[src/rtl/hq2x_vga_out.sv]
// VGA timing generator and output stage for the Hq2x scaler: reads the scaler line
// buffer, expands RGB555 to 6-bit VGA and locks frame timing to frame_available.
module hq2x_vga_out #(
    parameter int H_ACTIVE   = 512,
    parameter int H_FP       = 16,
    parameter int H_SYNC     = 48,
    parameter int H_BP       = 106,
    parameter int V_ACTIVE   = 480,
    parameter int V_FP       = 11,
    parameter int V_SYNC     = 2,
    parameter int V_BP       = 31,
    parameter bit HS_POL     = 1'b0,
    parameter bit VS_POL     = 1'b0,
    parameter int MISS_LIMIT = 2
) (
    input  logic        clk,
    input  logic        reset_n,
    input  logic        frame_available,
    input  logic [14:0] outpixel,
    output logic [9:0]  read_x,
    output logic [5:0]  vga_r,
    output logic [5:0]  vga_g,
    output logic [5:0]  vga_b,
    output logic        vga_hs,
    output logic        vga_vs,
    output logic        vga_de,
    output logic        locked,
    output logic        resync
);

    localparam int H_TOTAL = H_ACTIVE + H_FP + H_SYNC + H_BP;
    localparam int V_TOTAL = V_ACTIVE + V_FP + V_SYNC + V_BP;
    // hcnt is at least 9 bits so read_x can always take hcnt[8:0]
    localparam int HW = ($clog2(H_TOTAL) < 9) ? 9 : $clog2(H_TOTAL);
    localparam int VW = ($clog2(V_TOTAL) < 1) ? 1 : $clog2(V_TOTAL);
    localparam int MW = ($clog2(MISS_LIMIT + 1) < 1) ? 1 : $clog2(MISS_LIMIT + 1);

    localparam logic [HW-1:0] H_LAST = HW'(H_TOTAL - 1);
    localparam logic [HW-1:0] H_ACT  = HW'(H_ACTIVE);
    localparam logic [HW-1:0] HS_BEG = HW'(H_ACTIVE + H_FP);
    localparam logic [HW-1:0] HS_END = HW'(H_ACTIVE + H_FP + H_SYNC);
    localparam logic [VW-1:0] V_LAST = VW'(V_TOTAL - 1);
    localparam logic [VW-1:0] V_ACT  = VW'(V_ACTIVE);
    localparam logic [VW-1:0] VS_BEG = VW'(V_ACTIVE + V_FP);
    localparam logic [VW-1:0] VS_END = VW'(V_ACTIVE + V_FP + V_SYNC);
    localparam logic [MW-1:0] MISS_MAX = MW'(MISS_LIMIT);

    typedef enum logic {SEARCH = 1'b0, RUN = 1'b1} state_t;

    state_t          state, state_nxt;
    logic [HW-1:0]   hcnt, hcnt_nxt;
    logic [VW-1:0]   vcnt, vcnt_nxt;
    logic [MW-1:0]   miss_cnt, miss_nxt;
    logic            fa_q, fa_edge, h_last, v_last, frame_wrap, force_sync, active_nxt;
    logic            de_p1, hs_p1, vs_p1;

    function automatic logic [5:0] expand5(input logic [4:0] c5);
        return {c5, c5[4]};
    endfunction

    assign fa_edge    = frame_available & ~fa_q;
    assign h_last     = (hcnt == H_LAST);
    assign v_last     = (vcnt == V_LAST);
    assign frame_wrap = h_last & v_last;
    assign locked     = (state == RUN);

    always_ff @(posedge clk or negedge reset_n) begin
        if (!reset_n) begin
            state    <= SEARCH;
            miss_cnt <= '0;
            fa_q     <= 1'b0;
        end else begin
            state    <= state_nxt;
            miss_cnt <= miss_nxt;
            fa_q     <= frame_available;
        end
    end

    // An edge landing on the frame wrap is already in phase; any other edge re-aligns.
    always_comb begin
        state_nxt  = state;
        miss_nxt   = miss_cnt;
        force_sync = 1'b0;
        case (state)
            SEARCH: begin
                if (fa_edge) begin
                    state_nxt  = RUN;
                    miss_nxt   = '0;
                    force_sync = 1'b1;
                end
            end
            RUN: begin
                if (fa_edge) begin
                    miss_nxt   = '0;
                    force_sync = ~frame_wrap;
                end else if (frame_wrap) begin
                    if (miss_cnt + MW'(1) >= MISS_MAX) begin
                        state_nxt = SEARCH;
                        miss_nxt  = '0;
                    end else begin
                        miss_nxt = miss_cnt + MW'(1);
                    end
                end
            end
            default: state_nxt = SEARCH;
        endcase
    end

    always_comb begin
        hcnt_nxt = h_last ? '0 : hcnt + HW'(1);
        vcnt_nxt = vcnt;
        if (h_last) vcnt_nxt = v_last ? '0 : vcnt + VW'(1);
        if (force_sync) begin
            hcnt_nxt = '0;
            vcnt_nxt = '0;
        end
        active_nxt = (hcnt_nxt < H_ACT) && (vcnt_nxt < V_ACT);
    end

    // p0: counters and read_x, both reflecting the same position
    always_ff @(posedge clk or negedge reset_n) begin
        if (!reset_n) begin
            hcnt   <= '0;
            vcnt   <= '0;
            read_x <= '0;
            resync <= 1'b0;
        end else begin
            hcnt   <= hcnt_nxt;
            vcnt   <= vcnt_nxt;
            read_x <= active_nxt ? {vcnt_nxt[0], hcnt_nxt[8:0]} : 10'd0;
            resync <= force_sync;
        end
    end

    // p1: sync/enable decoded from p0 counters, aligned with outpixel arriving
    always_ff @(posedge clk or negedge reset_n) begin
        if (!reset_n) begin
            de_p1 <= 1'b0;
            hs_p1 <= ~HS_POL;
            vs_p1 <= ~VS_POL;
        end else begin
            de_p1 <= (hcnt < H_ACT) && (vcnt < V_ACT) && locked;
            hs_p1 <= (hcnt >= HS_BEG && hcnt < HS_END) ? HS_POL : ~HS_POL;
            vs_p1 <= (vcnt >= VS_BEG && vcnt < VS_END) ? VS_POL : ~VS_POL;
        end
    end

    // p2: output pins
    always_ff @(posedge clk or negedge reset_n) begin
        if (!reset_n) begin
            vga_de <= 1'b0;
            vga_hs <= ~HS_POL;
            vga_vs <= ~VS_POL;
            vga_r  <= '0;
            vga_g  <= '0;
            vga_b  <= '0;
        end else begin
            vga_de <= de_p1;
            vga_hs <= hs_p1;
            vga_vs <= vs_p1;
            vga_r  <= de_p1 ? expand5(outpixel[4:0])   : 6'd0;
            vga_g  <= de_p1 ? expand5(outpixel[9:5])   : 6'd0;
            vga_b  <= de_p1 ? expand5(outpixel[14:10]) : 6'd0;
        end
    end

endmodule

[config.mk]
export PLATFORM = sky130hd
export DESIGN_NAME = hq2x_vga_out
export DESIGN_NICKNAME = d
export VERILOG_FILES = /design/src/rtl/hq2x_vga_out.sv
export SDC_FILE = /design/constraint.sdc
export NUM_CORES = 1
export LEC_CHECK = 0
export CAP_MARGIN = 10
export CORE_ASPECT_RATIO = 0.7
export CORE_UTILIZATION = 30
export CTS_CLUSTER_DIAMETER = 100
export DETAILED_ROUTE_END_ITERATION = 8
export HOLD_SLACK_MARGIN = 0.06
export PLACE_DENSITY = 0.57
export SLEW_MARGIN = 25
export SYNTH_ARGS = -nofsm -noshare
export SYNTH_HDL_FRONTEND = slang
export SYNTH_SLANG_ARGS = --single-unit
[constraint.sdc]
create_clock -name clk -period 2.34 [get_ports clk]
set_clock_uncertainty 0.2 [all_clocks]
set_input_delay 0.585 -clock clk [delete_from_list [all_inputs] [get_ports clk]]
set_output_delay 0.585 -clock clk [all_outputs]
set_load 0.02 [all_outputs]
# [Word-level counts from Yosys, hierarchy flattened]
# Index checks and enable logic that the tools add are counted.
[op_classes] div=0 bitwise=5 n_lt_le_gt_ge=9 n_mux=23 eq_ne=4 n_reduce_logical=6 n_mul=0 add_sub_neg=3 shift=0
[ops] op="$mux 10" count=6
[ops] op="$lt 10x10->1 const B" count=3
[ops] op="$lt 10x9->1 const B" count=3
[ops] op="$add 10x1->10 const B" count=2
[ops] op="$eq 10x10->1 const B" count=2
[ops] op="$mux 6" count=3
[ops] op="$ge 10x10->1 const B" count=1
[ops] op="$ge 10x9->1 const B" count=1
[ops] op="$mux 2" count=4
[ops] op="$mux 1" count=7
[ops] op="$logic_and 1x1->1" count=5
[ops] op="$pmux 1 s2" count=2
[ops] op="$pmux 2 s2" count=1
[ops] op="$ne 3x1->1 const B" count=1
[ops] op="$not 1->1" count=3
[ops] op="$add 2x1->2 const B" count=1
[ops] op="$and 1x1->1" count=2
[ops] op="$ge 2x2->1 const B" count=1
[ops] op="$ne 2x2->1 const B" count=1
[ops] op="$reduce_and 2->1" count=1
[totals] out_inout_bits=33 regBits=59 latchBits=0 in_bits=18 mem_bits_rw=0 n_memories=0 rom_bits=0

# [Depth between registers and ports, before layout]
# Gate-level depths: netlist of run 1.
[depth] ltp_word=9 depth_mapped=10

# [Worst setup path after synthesis of run 1]
# OpenSTA, ideal clock, no wires.
[synth_timing] kind="register -> register" start="register hcnt[6]" end="register read_x[0]" setup_slack_ns=-0.029 stages_incl_launch_ff=9 arrival_time_ns=2.026 setup_ns=0.143 path_cell_list="dfrtp_1 -> or3b_1 -> buf_2 -> or3_1 -> buf_2 -> or3_1 -> o21ai_2 -> buf_6 -> nor4b_1"
[synth_between] elab_chain_len=9 elab_cells_between_ends=14 cone_classes="add/sub: 1; order compare: 2; eq/ne: 1; mux: 7; bitwise: 2; reduce/logical: 1"
[synth_lines] element="start: declaration" line="51" source="logic [HW-1:0] hcnt, hcnt_nxt;"
[synth_lines] element="start signal: assignment" line="128" source="hcnt <= hcnt_nxt;"
[synth_lines] element="branches (longest 8 deep; another with $add 10x1->10)"
[synth_lines] element="$mux 10 (*)" line="130" source="read_x <= active_nxt ? {vcnt_nxt[0], hcnt_nxt[8:0]} : 10'd0;"
[synth_lines] element="end signal: assignment" line="130"
[synth_lines] element="end: declaration" line="20" source="output logic [9:0] read_x,"
# Every way passes the cells marked *.
# A chain may end at the register's enable or synchronous reset.

# [Worst setup path in the final report of run 1]
# Same ends and word-level chain as after synthesis.

==> summary.md, run 1 <==
| Metric | Value |
|---|---|
| Drt wl/cell | `14.7 um` |
| Port Buf Inserts | `50` |
| GPL Wtd Cong | `0.874` |
| TritonCTS sink count | `56` |
| WS Path Type | `reg2reg` |
| H-tree depth | `2` |
| Synth area leader | `dfrtp_1` |
| Hold Path Class | `reg2reg` |
| Synth Instances | `221` |
| Ys flop type | `dfrtp_1` |
| Post-Place Cells | `387` |
| Period utilization | `97.5%` |
| Ys Warns | `0` |
| Final wirelength | `5.84 mm` |
| Slew @ Worst Pin | `0.594 ns` |
| Distinct cells, synth | `42` |
| DR vias | `1892` |
| Nets | `319` |
| Power Dens Cells | `623 nW/um2` |
| Leakage | `1.51 nW` |
| Largest net degree at the start of global routing | `19` |
| Max Cap Violations | `0` |
| Synth Cell Area | `2440 um2` |
| Most frequent cells in the layout | `dfrtp_1, clkdlybuf4s50_1, buf_4, and2_1, nor2_1` |
| GRT Overall Usage | `14.3%` |
| CTS Root Cell | `clkbuf_16` |
| CTS Buffer Depth | `2` |
| Non-filler cells in the finished layout | `397` |
| Worst vdd ir | `0.000349 V` |
| Slowest CP cell | `or3b_4` |
| Initial antenna violation count | `0` |
| Crit path time final | `2.28 ns` |
| Setup WS pre-CTS | `-0.0153 ns` |
| Die X | `110 um` |
| Kind of end point of the critical path | `register` |
| Worst setup SP type | `register` |
| CTS buffer count | `5` |
| Fmax achieved | `0.438 GHz` |
| Synth async-reset ratio | `100%` |
| Req. time, crit path | `2.29 ns` |
| Full die area | `8510 um2` |
| Clock Latency Late Sink | `0.29 ns` |
| I/O pin total | `51` |
| First-pass GRT wire length | `9.37 mm` |
| Top post-synthesis cells by area | `dfrtp_1, and2_1, dfstp_2, ha_1, nor2_1` |
| Post-synth EDFFs | `0` |
| Row count | `27` |
| Post-synthesis sequential area ratio | `57.6%` |
| Slew Viols, Final | `0` |
| Max FO, Critical Path | `10` |
| DR vias/cell | `4.77` |
| Final worst setup slack | `0.0594 ns` |
| Arr. time, crit path | `2.23 ns` |
| Seq cells post-synth | `56` |
| Placeable Area | `7870 um2` |
| Commonest non-fill, non-tap cell in the layout | `dfrtp_1` |
| Area growth from synthesis to layout | `43.3%` |
| CP max stage delay | `0.44 ns` |
| Max_slew headroom | `60.3%` |
| Final ANT Viol Nets | `0` |
| Final-report setup violation count | `0` |
| Gr ovfl total | `0` |
| Router iterations before antenna repair | `4` |
| HPWL after DPL | `4.10 mm` |
| Remaining DRCs | `0` |
| Number of global-route vias before repair | `1865` |
| Iteration-0 DRC Markers | `147` |
| Worst-path cell chain | `or3b_4 > nor4_2 > xor2_1 > nor3b_2 > buf_6 > nor4b_1` |
| Share of cells above drive strength 1 | `20.3%` |
| Synth Net Count | `245` |
| Die height | `77.5 um` |
| Diode count | `0` |
| CTS tree | `done` |
| Initial core utilization | `31.0%` |
| Post-Syn Area per Cell | `11.0 um2` |
| Power, Total | `0.00218 W` |
| Outcome | `complete, no violations` |
| Yosys top cell area share | `53.3%` |
| CTS clk-pin slew, worst paths | `0.07 ns` |
| Fin. Hold Viols | `0` |
[Yosys cell counts, types with 2 or more instances]
library cell / count
nor2b_1: 3
a21oi_1: 7
and2_1: 18
buf_2: 2
nor4_1: 4
xnor2_1: 3
nor3_1: 5
dfstp_2: 4
o31ai_1: 2
o21ai_0: 4
nor4bb_1: 3
nand3_1: 8
and4_1: 4
nor4b_1: 6
dfrtp_1: 52
clkbuf_1: 7
buf_4: 3
nand4_1: 8
nor2_1: 19
ha_1: 6
and3_1: 5
or3_1: 4
inv_1: 10
xor2_1: 6
mux2i_1: 2
nand2_1: 10
[flip-flops by register name, indices dropped and copies added, names as in the netlist]
register	cells
hcnt	10
resync	1
hs_p1	1
de_p1	1
vga_g	5
vga_b	5
vga_de	1
locked	1
miss_cnt	2
vs_p1	1
vga_r	5
vcnt	10
read_x	10
vga_vs	1
vga_hs	1
fa_q	1
[final cells by class]
type / instances / area [um2]
Clock buffer: 5 / 125
Clock inverter: 3 / 18.8
Fill cell: 768 / 4370
Inverter: 10 / 37.5
Multi-Input combinational cell: 142 / 1050
Sequential cell: 56 / 1410
Tap cell: 101 / 126
Timing Repair Buffer: 80 / 731
[routing by layer]
| layer | vias to the layer above | GRT usage (%) | share of wire [%] |
|---|---|---|---|
| met4 | 0 | 3.20 | 0.33 |
| met2 | 80 | 19.6 | 39 |
| li1 | 914 | - | - |
| met3 | 2 | 3.45 | 7.0 |
| met1 | 896 | 22.4 | 53 |
| met5 | - | 0 | 0 |
[timing repair]
item | CTS | global route
endpoints found under the setup margin | 11 | 15
setup buffers | 0 | 0
gates resized for setup | 6 | 15
hold buffers | 1 | 0
endpoints found under the hold margin | 15 | 0
cloned | 1 | 0
pin swaps | 0 | 1
[stage by stage]
stage	hold slack [ns]	setup TNS, ns	area (um2)	utilization (%)
2_1_floorplan	0.0894	0	2450	-
3_3_place_gp	0.145	0	3210	40.7
3_5_place_dp	0.147	-0.0505	3210	40.7
4_1_cts	0.157	0	3400	43.3
5_1_grt	0.159	-0.387	3500	44.4
6_report	0.156	0	3500	44.4
[power breakdown]
part | internal [W] | switching [W] | leakage (nW) | total, W
Sequential | 0.00103 | 0.0000379 | 0.705 | 0.00107
Clock | 0.000395 | 0.000329 | 0.0736 | 0.000724
Combinational | 0.000206 | 0.000179 | 0.728 | 0.000385
[final timing paths]
check / from / endpoint / slack (ns) / cells after the start
setup / recovery: hcnt[6] / read_x[0] / 0.06 / 6
hold / removal: vs_p1 / vga_vs / 0.16 / 0
max in group asynchronous: reset_n / vga_hs / 0.77 / 3
setup reg to reg: hcnt[6] / read_x[0] / 0.06 / 6
min in group asynchronous: reset_n / vga_g[2] / 0.56 / 2
hold reg to reg: vs_p1 / vga_vs / 0.16 / 0
[kinds of logic after synthesis]
kind of cell,count (synthesis),share of synthesized area (%)
AND/OR/NAND/NOR,102,24.6
buffers and inverters,24,4.56
XOR/XNOR,9,3.23
flip-flops,56,57.6
AO/OA/AOI/OAI,21,5.64
multiplexers,3,1.28
adder cells (fa/ha/maj),6,3.08
[critical path: cells and delay by family, from the launching register on]
| kind | cells | cell delay (ns) |
|---|---|---|
| simple gates | 4 | 1.11 |
| xor+xnor | 1 | 0.23 |
| buf+inv | 1 | 0.19 |
| flops | 1 | 0.41 |
(Power assumes the default switching activity.)
==> inputs of run 2 (changes only) <==
Settings changed: CORE_ASPECT_RATIO 0.7 to not set, CORE_UTILIZATION 30 to 45, PLACE_DENSITY 0.57 to 0.78.
Clock period 2.34 ns to 1.8 ns, I/O delays scaled along.
==> run 2 against run 1 <==
  * Routed wire length increased by 24%
  * Die area is 33% lower
  * Via count is 16% higher
  * Global-route usage is 9.6 points higher
  * The run now ends with negative setup slack left
  * Non-clock buffer count increased by 34
  * Largest power group unchanged
  * Critical path depth did not move
  * Cell count grew 0.76%
  * Cell area grew 12%
==> summary.md, run 2 (synthesis results as in run 1) <==
| Metric | Value |
|---|---|
| RSZ-0062 raised after global routing | `yes` |
| Slew Viols, Final | `0` |
| Worst setup SP type | `register` |
| Full die area | `5720 um2` |
| CTS buffer count | `5` |
| Sequential share of power | `50.1%` |
| I/O pin total | `51` |
| Sw Pwr | `0.000797 W` |
| Final-report setup violation count | `34` |
| Initial antenna violation count | `0` |
| Worst path bufs/invs | `1` |
| Remaining DRCs | `0` |
| Port Buf Inserts | `50` |
| Max FO, Critical Path | `6` |
| Area of the multi-input gates | `1280 um2` |
| TritonCTS sink count | `56` |
| Gr ovfl total | `0` |
| Diode count | `0` |
| Hold Path Class | `reg2reg` |
| HPWL after DPL | `3.95 mm` |
| WS Path Type | `reg2reg` |
| CP max stage delay | `0.46 ns` |
| DR vias | `2202` |
| Fmax achieved | `0.437 GHz` |
| Failing checks | `negative setup slack` |
| Crit path time final | `2.29 ns` |
| Nets | `353` |
| Fin. Hold Viols | `0` |
| Power Internal | `0.00197 W` |
| Setup WS pre-CTS | `-0.546 ns` |
| Number of global-route vias before repair | `2053` |
| CTS clk-pin slew, worst paths | `0.11 ns` |
| Arr. time, crit path | `2.29 ns` |
| Max Cap Violations | `0` |
| Period utilization | `127%` |
| First-pass GRT wire length | `9.92 mm` |
| Initial core utilization | `47.2%` |
| Worst-case reg-to-reg path depth | `6` |
| Setup tns final | `-11.08 ns` |
| CTS tree | `done` |
| DR vias/cell | `5.51` |
| Power Dens Cells | `707 nW/um2` |
| Final Instance Area | `3920 um2` |
| Top Registers | `hcnt (10), read_x (10), vcnt (10)` |
| Share of cells above drive strength 1 | `37.9%` |
| Critical Path Stages | `6` |
| Largest net degree at the start of global routing | `21` |
| Final worst setup slack | `-0.487 ns` |
| Router iterations before antenna repair | `4` |
| Req. time, crit path | `1.80 ns` |
| Final Core Density | `75.7%` |
| Clock Latency Late Sink | `0.32 ns` |
| Sw Ratio | `28.8%` |
| Slowest CP cell | `or3b_4` |
| Die X | `75.7 um` |
| CTS Buffer Depth | `2` |
| Outcome | `complete, but fails checks` |
| Gate power share | `23.7%` |
| Final wirelength | `7.22 mm` |
| Die height | `75.7 um` |
| Hold Path Depth | `0` |
| Most frequent cells in the layout | `dfrtp_1, buf_4, dlygate4sd2_1, and2_1, clkdlybuf4s50_1` |
| Leakage | `1.80 nW` |
| Fillers | `334` |
| Final ANT Viol Nets | `0` |
| FF+latch area | `1410 um2` |
| CTS Root Cell | `clkbuf_8` |
| Placed Instance Area | `3360 um2` |
| Slew @ Worst Pin | `0.439 ns` |
| GPL Wtd Cong | `0.905` |
| Placeable Area | `5170 um2` |
| Max_slew headroom | `70.8%` |
| Area growth from synthesis to layout | `60.4%` |
| Iteration-0 DRC Markers | `97` |
| GRT Overall Usage | `23.9%` |
| Commonest non-fill, non-tap cell in the layout | `dfrtp_1` |
| H-tree depth | `2` |
| Clock share of power | `26.2%` |
| Worst vdd ir | `0.000569 V` |
| Worst-path cell chain | `or3b_4 > nor4_4 > xor2_1 > nor3b_4 > buf_6 > nor3_1` |
| Drt wl/cell | `18.1 um` |
| Row count | `26` |
| Kind of end point of the critical path | `register` |
| CP delay by family, top | `simple AND/OR/NAND/NOR gates` |
-- run 2: metal layers --
layer,vias up,track usage (%),wire (um),part of all wire [%]
met4,0,10.7,201,2.8
met5,-,0,0,0
met3,19,5.95,543,7.5
met1,1082,29.4,2840,39
li1,985,-,-,-
met2,116,40.1,3630,50
-- run 2: metrics by stage --
stage,hold WS [ns],cells,power [W]
final,0.165,400,0.00277
after global placement,0.145,377,0.00189
after floorplan,-0.0456,221,0.00161
after global routing,0.171,400,0.00287
after CTS,0.167,394,0.00265
after detailed placement,0.154,377,0.00190
-- run 2: area by class of cell --
cell class	instances	share of cell area (%)
clock buffer	5	1.76
inverter	10	0.958
sequential	56	35.9
timing repair buffer	114	25.8
multi-input combinational	142	32.7
tap	70	2.24
clock inverter	3	0.671
-- run 2: path summary, 6_finish.rpt --
kind	to	startpoint	slack, ns
worst max-delay path	read_x[3]	hcnt[8]	-0.49
worst min-delay path	vga_hs	hs_p1	0.16
worst max register to register	read_x[3]	hcnt[8]	-0.49
worst min register to register	vga_hs	hs_p1	0.16
max in group asynchronous	hs_p1	reset_n	0.47
min in group asynchronous	vga_r[4]	reset_n	0.40
-- run 2: worst register-to-register path: stages, from the launching register on --
cell and delay [ns]:
dfrtp_1 0.40, or3b_4 0.46, nor4_4 0.35, xor2_1 0.24, nor3b_4 0.28, buf_6 0.18
nor3_1 0.07
-- run 2: what timing repair did --
action | 4_1_cts | 5_1_grt
pin swaps | 12 | 19
setup endpoints to repair | 67 | 34
hold buffers | 1 | 0
resized for setup | 78 | 39
cloned | 2 | 0
setup buffers | 6 | 7
hold endpoints to repair | 15 | 0
-- run 2: power by group through the flow --
stage / clock (W) / sequential [W] / combinational, W
global placement: 0 / 0.00140 / 0.000488
CTS: 0.000738 / 0.00138 / 0.000526
floorplan: 0 / 0.00148 / 0.000131
finish: 0.000724 / 0.00139 / 0.000658
detailed placement: 0 / 0.00140 / 0.000499
global route: 0.000777 / 0.00140 / 0.000702
==> inputs of run 3 (changes only) <==
Settings changed: GPL_TIMING_DRIVEN set to 0.
==> run 3 against run 2 <==
  * The flow still finishes with violations (negative setup slack)
  * Maximum frequency is 1.8% lower
  * Via count shrank 12%
  * Non-clock buffer count fell by 30
  * Core utilization is 7.9 points lower
==> summary.md, run 3 (synthesis results as in run 1) <==
| Metric | Value |
|---|---|
| Outcome | `complete, but fails checks` |
| Failing checks | `negative setup slack` |
| Fin. Hold Viols | `0` |
| Worst-case reg-to-reg path depth | `7` |
| GRT Overall Usage | `19.9%` |
| Remaining DRCs | `0` |
| Max FO, Critical Path | `6` |
| Port Buf Inserts | `50` |
| GPL Wtd Cong | `0.931` |
| Gate power share | `18.2%` |
| Setup tns final | `-11.77 ns` |
| Row count | `26` |
| Placeable Area | `5170 um2` |
| Gr ovfl total | `0` |
| Router iterations before antenna repair | `4` |
| RSZ-0062 raised after global routing | `yes` |
| CTS buffer count | `5` |
| CTS Buffer Depth | `2` |
| Clock Latency Late Sink | `0.31 ns` |
| DR vias/cell | `5.25` |
| Worst setup SP type | `register` |
| Drt wl/cell | `14.6 um` |
| Sequential share of power | `54.3%` |
| Max Cap Violations | `0` |
| Initial core utilization | `47.2%` |
| Final-report setup violation count | `34` |
| First-pass GRT wire length | `8.45 mm` |
| HPWL after DPL | `3.14 mm` |
| Req. time, crit path | `1.86 ns` |
| Arr. time, crit path | `2.39 ns` |
| Sw Pwr | `0.000708 W` |
| Clock share of power | `27.5%` |
| CTS Root Cell | `clkbuf_8` |
| CTS tree | `done` |
| Crit path time final | `2.33 ns` |
| I/O pin total | `51` |
| Nets | `322` |
| Final wirelength | `5.37 mm` |
| Fmax achieved | `0.430 GHz` |
| Placed Instance Area | `3050 um2` |
| Power Dens Cells | `734 nW/um2` |
| Final ANT Viol Nets | `0` |
| Hold Path Class | `reg2reg` |
| CTS clk-pin slew, worst paths | `0.10 ns` |
| Max_slew headroom | `49.3%` |
| Number of global-route vias before repair | `1868` |
| TritonCTS sink count | `56` |
| Leakage | `1.59 nW` |
| Final Instance Area | `3510 um2` |
| Slew Viols, Final | `0` |
| Power, Total | `0.00257 W` |
| Die height | `75.7 um` |
| Full die area | `5720 um2` |
| Area growth from synthesis to layout | `43.6%` |
| WS Path Type | `reg2reg` |
| Iteration-0 DRC Markers | `84` |
| Commonest non-fill, non-tap cell in the layout | `dfrtp_1` |
| Top Registers | `hcnt (10), read_x (10), vcnt (10)` |
| Share of cells above drive strength 1 | `28.8%` |
| Slew @ Worst Pin | `0.755 ns` |
| DR vias | `1937` |
| Kind of end point of the critical path | `register` |
| Most frequent cells in the layout | `dfrtp_1, dlygate4sd2_1, buf_4, nor2_1, and2_1` |
| Initial antenna violation count | `0` |
| Final worst setup slack | `-0.528 ns` |
| Diode count | `0` |
| Hold Path Depth | `0` |
| Die X | `75.7 um` |
| Worst vdd ir | `0.000480 V` |
| Sw Ratio | `27.5%` |
| H-tree depth | `2` |
| Power Internal | `0.00187 W` |
| Period utilization | `129%` |
| Largest net degree at the start of global routing | `57` |
==> run 3: cell types whose count changed in the layout (fill, tap and decap cells not counted), sizes merged <==
cell           before  now
buf                64   30
o21ai               6    5
inv                12   11
clkdlybuf4s15       2    1
clkinv              1    2
clkbuf              5   13
dlygate4sd2        31   28
==> run 3: critical path: stages, from the launching register on <==
cell and delay (ns):
dfrtp_1 0.40, or3b_1 0.39, buf_6 0.15, or3_4 0.35, or3_4 0.39, o21ai_4 0.09
buf_6 0.17, and2_4 0.14
==> run 3: final timing paths <==
check                      startpoint  slack [ns]        to
setup / recovery              hcnt[8]       -0.53   vcnt[9]
max in group asynchronous     reset_n        0.42   hcnt[4]
setup reg to reg              hcnt[8]       -0.53   vcnt[9]
hold reg to reg                 vs_p1        0.16    vga_vs
min in group asynchronous     reset_n        0.51  vga_b[2]
hold / removal                  vs_p1        0.16    vga_vs
==> run 3: what timing repair did <==
item                                    in CTS  in global routing
setup buffers                               13                  9
endpoints found under the setup margin      67                 39
gates resized for setup                     55                 43
cloned                                       1                  0
pin swaps                                   12                 15
hold endpoints to repair                    52                  0
hold buffers                                 1                  0
==> run 3: area by class of cell <==
cell class,instances,area [um2]
tap,70,87.6
fill,383,1670
timing repair buffer,74,646
clock buffer,5,68.8
clock inverter,3,26.3
buffer,10,75.1
sequential,56,1410
multi-input combinational,141,1150
inverter,10,37.5
==> run 3: stage by stage <==
step                utilization (%)  std cells  hold slack, ns  worst slack, ns
floorplan                         -        221         -0.0456           -0.500
global placement               58.9        341           0.146            -1.54
detailed placement             59.0        341           0.147           -0.714
CTS                            63.7        362           0.161           -0.542
global route                   67.8        369           0.164           -0.595
finish                         67.8        369           0.160           -0.528
==> run 3: power groups by stage <==
stage	Sequential (W)	Combinational, W	Clock [W]
2_1_floorplan	0.00148	0.000131	0
3_3_place_gp	0.00142	0.000384	0
3_5_place_dp	0.00142	0.000393	0
4_1_cts	0.00139	0.000400	0.000727
5_1_grt	0.00141	0.000513	0.000780
6_report	0.00140	0.000470	0.000708
==> run 3: routing by layer <==
metal	GRT usage, %	part of all wire (%)	wire length [um]	up-vias
met4	8.85	1.5	82	0
met3	4.63	6.5	350	6
met1	25.0	42	2280	929
met5	0	0	0	-
met2	33.1	49	2660	83
li1	-	-	-	919
